### src/rtl/caliptra_prim_fifo_async_wr_packer.sv
// Packs InW-bit chunks into OutW-bit words (chunk 0 in the LSBs) ahead of an async FIFO write port.
// One-entry output holding register with valid/ready handshake, flush and message-last support.
module caliptra_prim_fifo_async_wr_packer #(
    parameter int unsigned InW        = 8,
    parameter int unsigned OutW       = 32,
    parameter int unsigned FifoDepthW = 3,
    parameter int unsigned AFullThr   = 3,
    localparam int unsigned R         = OutW / InW,
    localparam int unsigned CntW      = $clog2(R + 1)
) (
    input  logic                  clk_wr_i,
    input  logic                  rst_wr_ni,
    input  logic                  in_valid_i,
    output logic                  in_ready_o,
    input  logic [InW-1:0]        in_data_i,
    input  logic                  in_last_i,
    input  logic                  flush_i,
    output logic                  out_valid_o,
    input  logic                  out_ready_i,
    output logic [OutW-1:0]       out_data_o,
    output logic [CntW-1:0]       out_nchunks_o,
    output logic                  out_last_o,
    input  logic [FifoDepthW-1:0] wdepth_i,
    output logic                  almost_full_o,
    output logic [15:0]           word_cnt_o
);

    if ((OutW % InW) != 0 || R < 2 || (R & (R - 1)) != 0) begin : gen_bad_params
        $error("OutW must be InW times a power of two >= 2");
    end

    logic [OutW-1:0] acc_q, acc_d;
    logic [CntW-1:0] cnt_q, cnt_d;
    logic [OutW-1:0] out_data_q, out_data_d;
    logic [CntW-1:0] out_nchunks_q, out_nchunks_d;
    logic            out_last_q, out_last_d;
    logic            out_valid_q, out_valid_d;
    logic            almost_full_q;
    logic [15:0]     word_cnt_q;

    logic            accept, complete, flush_emit, drain, load;
    logic [OutW-1:0] merged;

    assign in_ready_o = !out_valid_q || out_ready_i;
    assign accept     = in_valid_i && in_ready_o;
    assign complete   = accept && (cnt_q == CntW'(R - 1) || in_last_i || flush_i);
    assign flush_emit = flush_i && !accept && (cnt_q != '0) && in_ready_o;
    assign drain      = out_valid_q && out_ready_i;
    assign load       = complete || flush_emit;

    // Upper chunks of acc_q are always zero, so only the current slot needs writing.
    always_comb begin
        merged = acc_q;
        for (int unsigned i = 0; i < R; i++) begin
            if (cnt_q == CntW'(i)) begin
                merged[i*InW +: InW] = in_data_i;
            end
        end
    end

    always_comb begin
        acc_d         = acc_q;
        cnt_d         = cnt_q;
        out_data_d    = out_data_q;
        out_nchunks_d = out_nchunks_q;
        out_last_d    = out_last_q;
        out_valid_d   = out_valid_q;
        if (load) begin
            acc_d         = '0;
            cnt_d         = '0;
            out_valid_d   = 1'b1;
            out_data_d    = complete ? merged : acc_q;
            out_nchunks_d = complete ? cnt_q + CntW'(1) : cnt_q;
            out_last_d    = complete && in_last_i;
        end else begin
            if (accept) begin
                acc_d = merged;
                cnt_d = cnt_q + CntW'(1);
            end
            if (drain) begin
                out_valid_d   = 1'b0;
                out_data_d    = '0;
                out_nchunks_d = '0;
                out_last_d    = 1'b0;
            end
        end
    end

    always_ff @(posedge clk_wr_i or negedge rst_wr_ni) begin
        if (!rst_wr_ni) begin
            acc_q         <= '0;
            cnt_q         <= '0;
            out_data_q    <= '0;
            out_nchunks_q <= '0;
            out_last_q    <= 1'b0;
            out_valid_q   <= 1'b0;
            almost_full_q <= 1'b0;
            word_cnt_q    <= '0;
        end else begin
            acc_q         <= acc_d;
            cnt_q         <= cnt_d;
            out_data_q    <= out_data_d;
            out_nchunks_q <= out_nchunks_d;
            out_last_q    <= out_last_d;
            out_valid_q   <= out_valid_d;
            almost_full_q <= (wdepth_i >= FifoDepthW'(AFullThr));
            if (drain) begin
                word_cnt_q <= word_cnt_q + 16'd1;
            end
        end
    end

    assign out_valid_o   = out_valid_q;
    assign out_data_o    = out_data_q;
    assign out_nchunks_o = out_nchunks_q;
    assign out_last_o    = out_last_q;
    assign almost_full_o = almost_full_q;
    assign word_cnt_o    = word_cnt_q;

endmodule

### config.mk
export PLATFORM = sky130hd
export DESIGN_NAME = caliptra_prim_fifo_async_wr_packer
export DESIGN_NICKNAME = d
export VERILOG_FILES = /design/src/rtl/caliptra_prim_fifo_async_wr_packer.sv
export SDC_FILE = /design/constraint.sdc
export NUM_CORES = 1
export LEC_CHECK = 0
export BUFFER_PORTS_ARGS = -buffer_cell sky130_fd_sc_hd__buf_2
export CAP_MARGIN = 10
export CORE_UTILIZATION = 55
export CTS_CLUSTER_SIZE = 20
export DETAILED_ROUTE_END_ITERATION = 10
export GPL_TIMING_DRIVEN = 0
export HOLD_SLACK_MARGIN = 0.08
export PLACE_DENSITY = 0.79
export SLEW_MARGIN = 5
export SYNTH_ARGS = -nofsm -noshare
export SYNTH_HDL_FRONTEND = slang
export SYNTH_SLANG_ARGS = --single-unit
export TNS_END_PERCENT = 20
### constraint.sdc
create_clock -name clk_wr_i -period 4.7 [get_ports clk_wr_i]
set_input_delay 0.94 -clock clk_wr_i [delete_from_list [all_inputs] [get_ports clk_wr_i]]
set_output_delay 0.94 -clock clk_wr_i [all_outputs]
set_load 0.1 [all_outputs]
==> results of run 1 <==
[routing by layer]
layer	up-vias	wire length (microns)	GRT usage [%]
met5	-	0	0
met4	0	234	12.8
met3	19	579	5.22
met2	113	4670	42.2
met1	1617	4540	37.7
li1	1488	-	-
[final cells by class]
class | instances | area [sq um]
Fill cell | 577 | 2390
Sequential cell | 89 | 2230
Multi-Input combinational cell | 245 | 1750
Timing Repair Buffer | 71 | 380
Clock buffer | 10 | 138
Buffer | 24 | 138
Tap cell | 99 | 124
Clock inverter | 6 | 73.8
Inverter | 7 | 26.3
[sequential cells by signal, indices dropped and copies added, names as in the netlist]
register	cells
out_data_o	32
cnt_q	3
out_valid_o	1
acc_q	32
out_nchunks_o	3
almost_full_o	1
out_last_o	1
word_cnt_o	16
[cell families after synthesis]
logic type	count (synthesis)	synth area share [%]
AND/OR/NAND/NOR	116	13.3
AO/OA/AOI/OAI	75	15.8
flip-flops	89	53.7
adder cells (fa/ha/maj)	6	1.81
XOR/XNOR	15	3.17
buffers and inverters	31	3.95
multiplexers	33	8.24
[per-stage QoR]
step,utilization [%],cells,total power [mW],cell area [sq um],hold WS (ps)
4_1_cts,67.0,551,2.26,4860,475
6_report,67.0,551,2.25,4860,466
2_1_floorplan,-,365,1.54,4150,499
5_1_grt,67.0,551,2.33,4860,485
3_5_place_dp,64.1,535,1.70,4650,475
3_3_place_gp,63.7,534,1.68,4620,455
[power groups by stage]
stage                     registers [mW]  logic, mW  clock network (mW)
final                              0.898      0.787               0.564
after global routing               0.908      0.825               0.596
after CTS                          0.898      0.790               0.568
after detailed placement           0.912      0.788                   0
after global placement             0.908      0.775                   0
after floorplan                     1.32      0.215                   0
[worst max-delay path: stages]
cell and delay, ps:
buf_2 130, nor2b_4 60, inv_2 110, buf_2 440
[cell usage in the layout, fill, tap and decap left out, drive strengths merged]
cell type	count
a21o	2
a21oi	10
a221o	33
a22o	1
a22oi	1
a2bb2oi	25
a311oi	1
a31oi	1
a32o	1
and2	9
and3	1
and4	3
buf	83
bufinv	1
clkbuf	22
clkinv	2
dfrtp	89
ha	6
inv	10
mux2	9
mux2i	24
nand2	22
nand2b	3
nand3	11
nand3b	1
nand4	3
nor2	56
nor2b	1
nor3	5
or3	1
xnor2	12
xor2	3
[final timing paths]
path / start / to / slack [ps] / cells past startpoint
max reg2reg: cnt_q[1] / out_last_o / 2270 / 8
max in group asynchronous: rst_wr_ni / acc_q[10] / 3610 / 2
max: out_ready_i / in_ready_o / 2070 / 4
min reg2reg: word_cnt_o[12] / word_cnt_o[12] / 490 / 1
min in group clk_wr_i: word_cnt_o[12] / word_cnt_o[12] / 490 / 1
min: rst_wr_ni / word_cnt_o[10] / 470 / 1
==> results.ini, run 1 <==
[layout]
final_layout_size_suffix_gt1_share_pct = 25.4
synthToLayoutAreaGrowth_pct = 17.3
antenna_cells = 0
nets = 470

[cts]
cts_buffers = 9
clockBufferDepth = 2
clk-insertion-delay-late_ps = 370
cts.repair.resized = 0
postCtsSetupRepairBufs = 0
cts.sinks = 89
cts_hold_buf = 0
cts_tree = done
h-tree-depth = 3
cts-root-buf = clkbuf_8
clk_pin_slew_ps = 100

[timing]
slew_headroom_pct = 50.1
drv_slew = 0
fin_tns_setup_ps = 0
fin_skew_ps = 9.59
hold_viol_final = 0
period_needed_ps = 2630
worst_slack_ps = 2070
rsz0062_at_grt = false
fmax_ghz = 0.380
max_slew.worst_pin.slew_ps = 744
setup_violations = 0
post-route-period-util_pct = 56.0

[setup_path]
arrival_ps = 1690
cp_max_fo = 7
worst_setup_path_start_kind = input port
end_kind = output port
path_class = in2out
worst-endpoint-required_ps = 3760

[synth]
synth_commonest_cells = dfrtp_1 (89), nor2_1 (56), a221o_1 (33)
syn-cell-area_sq_um = 4150
seq_area_frac_synth_pct = 53.7
synth.avg_cell_area_sq_um = 11.4
ys_ff_latch = 89
synth_fp_nets = 388
synth_edf_count = 0
netlist_instances = 365
synth_top_cell_by_area = dfrtp_1
synth_top_flop_cell = dfrtp_1
synthTopCellsByArea = dfrtp_1 (54%), a221o_1 (8.0%), mux2i_1 (5.8%)
async_flop_share_pct = 100
synth.distinct_cells = 37
yosysWarnings = 0
synth.most_common_cell = dfrtp_1
netlist.area_leader.share_pct = 53.7

[drt]
drc = 0
ant_nets = 0
drt-total-wl_microns = 10000
dr.pass1.iters = 4
via_count = 3237
viasPerCell = 5.87
dr.first_iter.drc_count = 214
wl_per_cell_microns = 18.2

[placement]
gp_congestion = 0.809
pre_cts_ws_ps = 2080
io_buffers = 70
dp_hpwl_microns = 6910

[global_routing]
grt_overflow_total = 0
antenna_found_initial = 0
grt_pass1_vias = 3210
grt_start_max_net_pins = 65
grt_pass1_wl_microns = 15900
grt_usage_pct = 27.4

[min_path]
worstHoldPathType = in2async

[floorplanning]
coreArea_sq_um = 7250
die_h_microns = 88.8
initial_core_util_pct = 57.2
die_w_microns = 88.8
dieArea_sq_um = 7890
ios = 72
num_rows = 31

[power]
max-vdd-ir-drop_mv = 0.187
clkPwrFrac_pct = 25.1
p_sw_share_pct = 43.5
power_density_nw_per_um2 = 463
combPwrFrac_pct = 35.0
p_int_mw = 1.27
p_sw_mw = 0.979
p_seq_share_pct = 39.9
cellLeakagePower_nw = 2.55

[job]
max_cap_viol_count = 0

[outcome]
status = completed

Note: power is estimated with default switching activity, not from simulation.
==> run 2, diff against run 1 <==
clock period = 2.55 ns   (was 4.7 ns; I/O delays follow)
==> run 2 against run 1 <==
Sequential cell count is the same. Clock power rose by 83%. Non-clock buffer count up 1. Wire length grew 0.63%. Global-route usage grew 0.28 points. Critical path depth is 3 higher. Combinational power increased by 84%. Die area stayed put. Clock-buffer cell count stayed put. Final cell count is 0.36% higher.
==> results.ini, run 2 (synthesis gave the netlist of run 1 again) <==
[timing]
worst_slack_ps = 140
fin_skew_ps = 10.2
fin_tns_setup_ps = 0
drv_slew = 0
max_slew.worst_pin.slew_ps = 748
rsz0062_at_grt = false
fmax_ghz = 0.415
setup_violations = 0
hold_viol_final = 0
period_needed_ps = 2410
post-route-period-util_pct = 94.5
slew_headroom_pct = 49.8

[setup_path]
path_class = reg2reg
worstRegToRegCells = 7
worst-endpoint-required_ps = 2840
timing.rr.start = cnt_q[1]
end_kind = flip-flop
arrival_ps = 2700
rrSetupSlack_ps = 140
worst_setup_path_start_kind = flip-flop
worstReg2RegEnd = acc_q[29]
cp_max_fo = 10

[placement]
placed_cells = 535
dp_hpwl_microns = 6910
gp_congestion = 0.809
pre_cts_ws_ps = 171
placed_area_sq_um = 4650
io_buffers = 70

[job]
max_cap_viol_count = 0

[cts]
cts-root-buf = clkbuf_8
clockBufferDepth = 2
cts.sinks = 89
clk-insertion-delay-late_ps = 370
cts_buffers = 9
cts_tree = done
postCtsSetupRepairBufs = 0
h-tree-depth = 3
clk_pin_slew_ps = 90

[outcome]
status = completed

[floorplanning]
die_w_microns = 88.8
die_h_microns = 88.8
dieArea_sq_um = 7890
num_rows = 31
coreArea_sq_um = 7250
initial_core_util_pct = 57.2
ios = 72

[global_routing]
grt_usage_pct = 27.7
grt_pass1_wl_microns = 16100
grt_start_max_net_pins = 65
antenna_found_initial = 1
grt_pass1_vias = 3222
grt_overflow_total = 0

[drt]
drt-total-wl_microns = 10100
viasPerCell = 5.89
dr.pass1.iters = 5
drc = 0
dr.first_iter.drc_count = 247
via_count = 3255
ant_nets = 0
wl_per_cell_microns = 18.2

[layout]
nets = 471
fin_cells = 553
final_area_sq_um = 4870
fillers = 573
final_common_cell = dfrtp_1
final_layout_size_suffix_gt1_share_pct = 25.6
layout_common_cells = dfrtp_1 (89), buf_2 (76), nor2_1 (56)
synthToLayoutAreaGrowth_pct = 17.6

[power]
max-vdd-ir-drop_mv = 0.344
power_density_nw_per_um2 = 850
cellLeakagePower_nw = 2.55
power_mw = 4.14

[min_path]
hold_depth = 2
min_from = wdepth_i[2]
whs_endpoint = almost_full_o
worstHoldPathType = in2reg

-- run 2: cell types whose count changed in the layout (fill, tap and decap cells not counted), sizes merged --
cell | before | now
dlygate4sd3 | 0 | 1
diode | 0 | 1
-- run 2: worst max path at each step --
stage           startpoint             to  slack [ps]  depth (start not counted)
2_1_floorplan  out_valid_o  out_data_o[0]           1                          6
3_3_place_gp     rst_wr_ni  almost_full_o         190                          1
3_5_place_dp      cnt_q[1]     out_last_o         170                          8
4_1_cts           cnt_q[1]      acc_q[29]         150                          7
5_1_grt           cnt_q[1]       cnt_q[1]          30                          7
6_report          cnt_q[1]      acc_q[29]         140                          7
-- run 2: layout make-up --
type                            instances  area [sq um]  area share [%]
Sequential cell                        89          2230            45.7
Multi-Input combinational cell        245          1750            36.0
Timing Repair Buffer                   72           390            8.01
Buffer                                 24           139            2.85
Clock buffer                           10           138            2.82
Tap cell                               99           124            2.54
Clock inverter                          6          73.8            1.51
Inverter                                7          26.3           0.539
Antenna cell                            1          2.50          0.0513
-- run 2: metrics by stage --
| stage | hold WS [ps] | util (%) |
|---|---|---|
| global route | 327 | 67.2 |
| CTS | 314 | 67.2 |
| detailed placement | 447 | 64.1 |
| floorplan | 214 | - |
| finish | 319 | 67.2 |
| global placement | 455 | 63.7 |
-- run 2: routing by layer --
layer | track usage (%) | routed length (microns) | up-vias
li1 | - | - | 1489
met3 | 5.60 | 746 | 21
met4 | 12.8 | 248 | 0
met2 | 42.7 | 4680 | 127
met5 | 0 | 0 | -
met1 | 38.0 | 4420 | 1618
-- run 2: critical path: stages (launching register included) --
cell     delay (ps)
dfrtp_1         450
ha_1            210
ha_1            180
buf_2           210
or3_1           420
nor3_2          590
nand2_1         130
a21oi_1         160
-- run 2: power breakdown --
group	switching, mW	internal [mW]
combinational	1.14	0.307
sequential	0.115	1.54
clock	0.541	0.494
total	1.80	2.34
-- run 2: repair_timing --
item,CTS,global route
setup endpoints to repair,0,1
endpoints found under the hold margin,25,0
hold buffers,1,0
gates resized for setup,0,2
